## config.mk

```make
export PLATFORM = sky130hd
export DESIGN_NAME = change_logger
export DESIGN_NICKNAME = d
export VERILOG_FILES = /design/src/rtl/change_logger.sv
export SDC_FILE = /design/constraint.sdc
export NUM_CORES = 1
export LEC_CHECK = 0
export ABC_AREA = 1
export CELL_PAD_IN_SITES_DETAIL_PLACEMENT = 0
export CELL_PAD_IN_SITES_GLOBAL_PLACEMENT = 1
export CORE_UTILIZATION = 46
export DETAILED_ROUTE_END_ITERATION = 12
export DONT_BUFFER_PORTS = 1
export PLACE_DENSITY_LB_ADDON = 0.1
export SLEW_MARGIN = 0
export SYNTH_ARGS = -nofsm -noshare
export SYNTH_HDL_FRONTEND = slang
export SYNTH_SLANG_ARGS = --single-unit
```

## constraint.sdc

```tcl
create_clock -name clk -period 2.5 [get_ports clk]
set_input_delay 0.125 -clock clk [delete_from_list [all_inputs] [get_ports clk]]
set_output_delay 0.125 -clock clk [all_outputs]
set_load 0.05 [all_outputs]
```

## src/rtl/change_logger.sv

```systemverilog
// Change logger: samples sig_in every clock and queues a {timestamp, sample}
// record for every change into a FIFO that drains over a valid/ready port.
module change_logger #(
  parameter int WIDTH    = 3,
  parameter int DEPTH    = 8,
  parameter int TS_WIDTH = 16
) (
  input  logic                          clk,
  input  logic                          rst,
  input  logic [WIDTH-1:0]              sig_in,
  output logic                          out_valid,
  input  logic                          out_ready,
  output logic [TS_WIDTH+WIDTH-1:0]     out_data,
  output logic [$clog2(DEPTH):0]        level,
  output logic                          overflow,
  output logic [7:0]                    drop_count,
  input  logic                          ovf_clr
);

  localparam int PTR_W = $clog2(DEPTH);
  localparam int LVL_W = PTR_W + 1;
  localparam int REC_W = TS_WIDTH + WIDTH;

  logic [TS_WIDTH-1:0] ts_reg;
  logic [WIDTH-1:0]    prev_reg;
  logic                armed_reg;
  logic [PTR_W-1:0]    wr_ptr_reg;
  logic [PTR_W-1:0]    rd_ptr_reg;
  logic [LVL_W-1:0]    level_reg;
  logic [LVL_W-1:0]    level_next;
  logic                overflow_reg;
  logic                overflow_next;
  logic [7:0]          drop_count_reg;
  logic [7:0]          drop_count_next;
  logic [REC_W-1:0]    mem [DEPTH];

  logic [WIDTH-1:0]    bit_diff;
  logic                empty;
  logic                full;
  logic                push_req;
  logic                push;
  logic                pop;
  logic                drop;

  genvar gi;
  generate
    for (gi = 0; gi < WIDTH; gi++) begin : g_diff
      assign bit_diff[gi] = sig_in[gi] ^ prev_reg[gi];
    end
  endgenerate

  assign empty    = (level_reg == '0);
  assign full     = (level_reg == LVL_W'(DEPTH));
  assign pop      = !empty && out_ready;
  assign push_req = armed_reg && (|bit_diff);
  // A pop on the same edge frees the slot, so a full FIFO still accepts the push.
  assign push     = push_req && (!full || pop);
  assign drop     = push_req && full && !pop;

  always_comb begin
    level_next = level_reg;
    case ({push, pop})
      2'b10:   level_next = level_reg + LVL_W'(1);
      2'b01:   level_next = level_reg - LVL_W'(1);
      default: level_next = level_reg;
    endcase
  end

  // A drop on the same edge as a clear wins: the flag stays set and the count restarts at one.
  always_comb begin
    overflow_next   = overflow_reg;
    drop_count_next = drop_count_reg;
    if (drop) begin
      overflow_next = 1'b1;
      if (ovf_clr)
        drop_count_next = 8'd1;
      else if (drop_count_reg != 8'hFF)
        drop_count_next = drop_count_reg + 8'd1;
    end else if (ovf_clr) begin
      overflow_next   = 1'b0;
      drop_count_next = 8'd0;
    end
  end

  always_ff @(posedge clk) begin
    if (rst) begin
      ts_reg         <= '0;
      prev_reg       <= '0;
      armed_reg      <= 1'b0;
      wr_ptr_reg     <= '0;
      rd_ptr_reg     <= '0;
      level_reg      <= '0;
      overflow_reg   <= 1'b0;
      drop_count_reg <= 8'd0;
    end else begin
      ts_reg         <= ts_reg + TS_WIDTH'(1);
      prev_reg       <= sig_in;
      armed_reg      <= 1'b1;
      level_reg      <= level_next;
      overflow_reg   <= overflow_next;
      drop_count_reg <= drop_count_next;
      if (push)
        wr_ptr_reg <= wr_ptr_reg + PTR_W'(1);
      if (pop)
        rd_ptr_reg <= rd_ptr_reg + PTR_W'(1);
    end
  end

  // Storage needs no reset: entries are only visible once counted in level.
  always_ff @(posedge clk) begin
    if (!rst && push)
      mem[wr_ptr_reg] <= {ts_reg, sig_in};
  end

  assign out_valid  = !empty;
  assign out_data   = empty ? '0 : mem[rd_ptr_reg];
  assign level      = level_reg;
  assign overflow   = overflow_reg;
  assign drop_count = drop_count_reg;

endmodule

```

# == Yosys cells after proc, flatten, opt, wreduce, memory -nomap -nowiden ==
# Memory sizes are Yosys's and may differ from the RTL's. A register that Yosys moved wholly into a read port is not among the register bits.
# Index checks and enable logic that the tools add are counted.
# totals
register_bits,39
mem_bits_rw,152
out_inout_bits,33
elab_cells,52
mem_count,1
# memory_table
memory,depth,word_bits,rd,rd_ports_with_merged_regs,write_ports,line,rtl
mem,8,19,1,1,1,35,logic [REC_W-1:0] mem [DEPTH];
# op_classes
n_addsub,6
eq_ne,4
mux,13
bitwise,3
n_reduce_logical,17
# ops
cell,count
two-way mux 8 bit,4
two-way mux 19 bit,1
"adder 16 x 1 -> 16 bit, second input constant",1
"adder 8 x 1 -> 8 bit, second input constant",1
"inequality test 8 bit, second input constant",1
case mux 4 bit (2 select lines),1
"adder 3 x 1 -> 3 bit, second input constant",2
logical AND 1 bit,6
two-way mux 3 bit,2
nonzero test 2 bit,3
two-way mux 1 bit,5
"adder 4 x 1 -> 4 bit, second input constant",1
"equality test 4 bit, second input constant",1
zero test 1 bit,4
zero test 4 bit,1
"subtractor 4 x 1 -> 4 bit, second input constant",1
OR reduction 3 bit,1
bitwise XOR 1 bit,3
"equality test 2 x 1 -> 1 bit, second input constant",1
"equality test 2 bit, second input constant",1
AND reduction 2 bit,1
logical OR 1 bit,1

# == Logic depth before layout (Yosys ltp) ==
# logic_depth
ltp_word,8
depth_mapped,17
mapped_depth_nobuf,17

# == Worst setup path after synthesis ==
# No wires, ideal clock.
# synth_timing
kind,reg2reg
from,"register level_reg[0], in the netlist level[0]"
to,memory mem[0][0] (netlist name) (enable)
setup_ns,0.419
t_arrival_ns,2.629
required_time_ns,2.081
path_slack_ns,-0.548
path_stages_with_launch,7
synth_period_minus_slack_ns,3.048
cell_sequence,dfxtp_1 > nor2_1 > nand3_1 > inv_2 > nor2_2 > nand2_1 > nor3_1
# synth_via
elab_chain_len,8
word_cells_on_any_way,10
cone_classes,eq/ne (1); mux (2); reduce/logical (7)
# synth_lines
item,line,rtl
"start, declared",29,logic [LVL_W-1:0] level_reg;
"start signal, assigned",99,level_reg <= level_next;
zero test 4 bit,52,assign empty = (level_reg == '0);
zero test 1 bit,54,assign pop = !empty && out_ready;
logical AND 1 bit,54,
logical OR 1 bit *,57,assign push = push_req && (!full || pop);
logical AND 1 bit *,57,
logical AND 1 bit *,111,if (!rst && push)
two-way mux 1 bit *,111,
two-way mux 1 bit (implied by the code) *,112,"mem[wr_ptr_reg] <= {ts_reg, sig_in};"
"end, declared",35,
# Every way passes the cells marked *; elsewhere a longest branch is shown, timed or not.

==> summary.md <==
| Metric | Value |
|---|---|
| Status | `finished, final reports clean` |
| Hold Crit Class | `input pin to register` |
| # setup viols final | `0` |
| Row count | `47` |
| Worst r2r path cells | `15` |
| Antenna Nets Post-Route | `0` |
| Vias in the first global route | `a little under 5000` |
| Final instance area | `~9100 um^2` |
| R2r setup slk | `0.45 ns` |
| CTS H-tree depth | `4` |
| Worst path max stage delay | `roughly 0.74 ns` |
| Reg-to-reg critical path endpoint | `level[3]` |
| Max-slew headroom | `0.328` |
| Max VDD drop | `just under 1 mV` |
| Syn. warnings | `0` |
| Tot GR Track Use | `0.209` |
| Clock Latency Late Sink | `approximately 0.42 ns` |
| Layout Nets | `773` |
| Drt wl/cell | `between 15 and 20 um` |
| Slew Limit Fails | `0` |
| Die Span Y | `134 um` |
| Number of flops mapped to enable cells by yosys | `~150` |
| Mean Syn Cell Area | `between 10 and 15 um^2` |
| Leak | `3.17 nW` |
| Placed instance area | `8540 um^2` |
| Layout Skew | `around 0.0069 ns` |
| DIE AREA | `17800 um^2` |
| Vias/cell | `around 5.5` |
| Met1 Use GR | `0.276` |
| Clock-pin slew on the worst setup and hold paths | `approximately 0.06 ns` |
| CP Capture Type | `output pin` |
| # port buffers | `0` |
| MaxCap Viol Count | `0` |
| DR pass1 iterations | `4` |
| CTS Buf Count | `17` |
| GPL Wtd Cong | `between 0.7 and 0.8` |
| Setup crit start kind | `register` |
| Placed insts | `around 950` |
| Final Hold Viols | `0` |
| Ant diodes | `0` |
| Syn nets | `~730` |
| Tcrit/Tclk final | `0.933` |
| Critical path peak fanout | `30` |
| Largest register FFs | `roughly 150` |
| Clk buf depth | `2` |
| Setup TNS | `0 ns` |
| Critical path's slowest cell | `dfxtp_2` |
| Most Crowded Layer GR | `met2` |
| Yosys cell types | `34` |
| DRT iter0 DRCs | `between 300 and 400` |
| Async SR Flop Fraction | `0` |
| Total gr overflow | `0` |
| RSZ-0062 raised after global routing | `no` |
| CTS tree | `built` |
| Crit path cell chain | `buf_4 > o21ai_0 > o32ai_1 > o21ai_0 > nor2_1 > buf_4` |
| Period minus WS final | `about 2.3 ns` |
| WS Path Type | `register to output pin` |
| Share of post-route cells with drive strength above 1 | `0.142` |
| Seq/Total Area, Yosys | `0.679` |
| F_max | `between 0.4 and 0.5 GHz` |
| Mapped Area | `approximately 8000 um^2` |
| Initial antenna violation count | `0` |
| R2R Path Start | `level[0]` |
| Drt drc | `0` |
| Hold Path End | `wr_ptr_reg[2]` |
| Cell count after synthesis | `712` |
| Initial core utilization | `0.475` |
| Hold Startpoint | `rst` |
| Req. time, crit path | `about 2.4 ns` |
| Final WL | `between 15000 and 20000 um` |
| Post-DP HPWL | `around 11000 um` |
| Clock sinks | `between 150 and 200` |
| Synth Flop Type | `edfxtp_1` |
| Hold Crit Depth | `3` |
| Clock root buffer | `clkbuf_16` |
| Area delta synth->final | `14.9%` |
| Finished Layout Cells | `between 900 and 1000` |
| Die extent in x | `approximately 130 um` |
| CP Data Arrival Time | `between 2 and 2.5 ns` |
| Worst Max-Slew Pin Slew | `approximately 1.0 ns` |
| Pin count of the biggest net entering global routing | `57` |
| Post-CTS Setup Bufs | `0` |
| Total power | `10.1 mW` |
| Vias post-DR | `about 5400` |
| # IOs | `40` |
| M3 GR Usage | `0.0441` |
| Met2 Resource Use GR | `0.344` |
| Yosys reg bits | `194` |
| Pwr/cell area | `~1100 nW/um^2` |
| Core Area | `approximately 17000 um^2` |
| First-pass GRT wire length | `approximately 27000 um` |
-- power breakdown --
| group | leakage, nW | total, mW | internal (mW) | switching [mW] |
|---|---|---|---|---|
| registers | 1.72 | 3.78 | 3.58 | 0.199 |
| logic | 1.20 | 3.79 | 1.15 | 2.64 |
| clock network | 0.251 | 2.48 | 1.39 | 1.09 |
-- cell type report --
cell class	instances	area, um^2
clock buffer	23	458
clock inverter	9	82.6
fill	1415	7620
inverter	45	169
multi-input combinational	440	2240
sequential	194	5410
tap	220	275
timing repair buffer	61	510
-- through the flow --
step                      setup WS [ns]  hold WS [ns]   util
after floorplan                  -0.548         0.203      -
after global placement            0.564         0.198  0.510
after detailed placement          0.495         0.200  0.510
after CTS                        0.0717       0.00777  0.545
after global routing             0.0394        0.0586  0.546
final                             0.168        0.0143  0.546
-- worst max-delay path, delay by kind of cell, from the launching register on --
kind            cells  cell delay [ns]
flops               1             0.74
buf+inv             2             0.50
compound gates      3             0.35
simple gates        1             0.19
-- layer usage --
layer	routed length, um	share of wire
met5	0	0
met4	263	0.015
met3	793	0.045
met2	8800	0.49
met1	7960	0.45
-- synth_stat cells (3+ instances only) --
library cell	number	area (um^2)
a21oi_1	26	130
buf_2	4	20.0
buf_4	3	22.5
buf_6	5	56.3
clkbuf_1	20	75.1
dfxtp_1	42	841
edfxtp_1	152	4560
ha_1	6	75.1
inv_1	38	143
inv_2	6	22.5
nand2_1	51	191
nand2_2	4	25.0
nand3_1	24	120
nand3_2	3	30.0
nand4_1	5	31.3
nor2_1	181	679
nor2_2	3	18.8
nor3_1	10	50.1
o21ai_0	58	290
o21ai_1	14	70.1
o32ai_1	38	333
xnor2_1	6	52.6
-- cells in the final DEF (no fill, tap or decap), types with 2 or more instances in the layout --
cell,n
a21oi_1,26
buf_12,3
buf_4,52
clkbuf_1,5
clkbuf_16,17
clkinv_1,2
clkinv_2,2
clkinvlp_4,4
dfxtp_1,40
dlygate4sd3_1,6
edfxtp_1,152
ha_1,6
inv_1,38
inv_2,6
nand2_1,51
nand2_2,4
nand3_1,24
nand3_2,3
nand4_1,5
nor2_1,177
nor2_2,7
nor3_1,6
nor3_2,4
o21ai_0,58
o21ai_1,14
o32ai_1,38
xnor2_1,6
xor2_1,2
-- worst max path at each step --
stage / startpoint / to / slack [ns] / cells past startpoint
2_1_floorplan: level[0] / mem[0][0] / -0.55 / 6
3_3_place_gp: prev_reg[0] / level[3] / 0.56 / 15
3_5_place_dp: prev_reg[0] / mem[7][6] / 0.49 / 9
4_1_cts: register / out_data[9] / 0.07 / 6
5_1_grt: register / out_data[12] / 0.04 / 6
6_report: register / out_data[18] / 0.17 / 6
-- repair_timing --
item                                    CTS  global route
endpoints found under the hold margin    49             0
endpoints found under the setup margin    0             8
hold buffers                              6             0
gates resized for setup                   0             1
-- kinds of logic (layout without fill, tap and decap cells) --
group | Yosys count | in the layout | share of synthesized area
simple gates | 286 | 286 | 0.151
buf+inv | 78 | 138 | 0.0435
flops | 194 | 194 | 0.679
xor+xnor | 8 | 8 | 0.00880
fa+ha+maj | 7 | 7 | 0.0119
compound gates | 139 | 139 | 0.106
No activity file was read; power rests on OpenSTA's default activity.
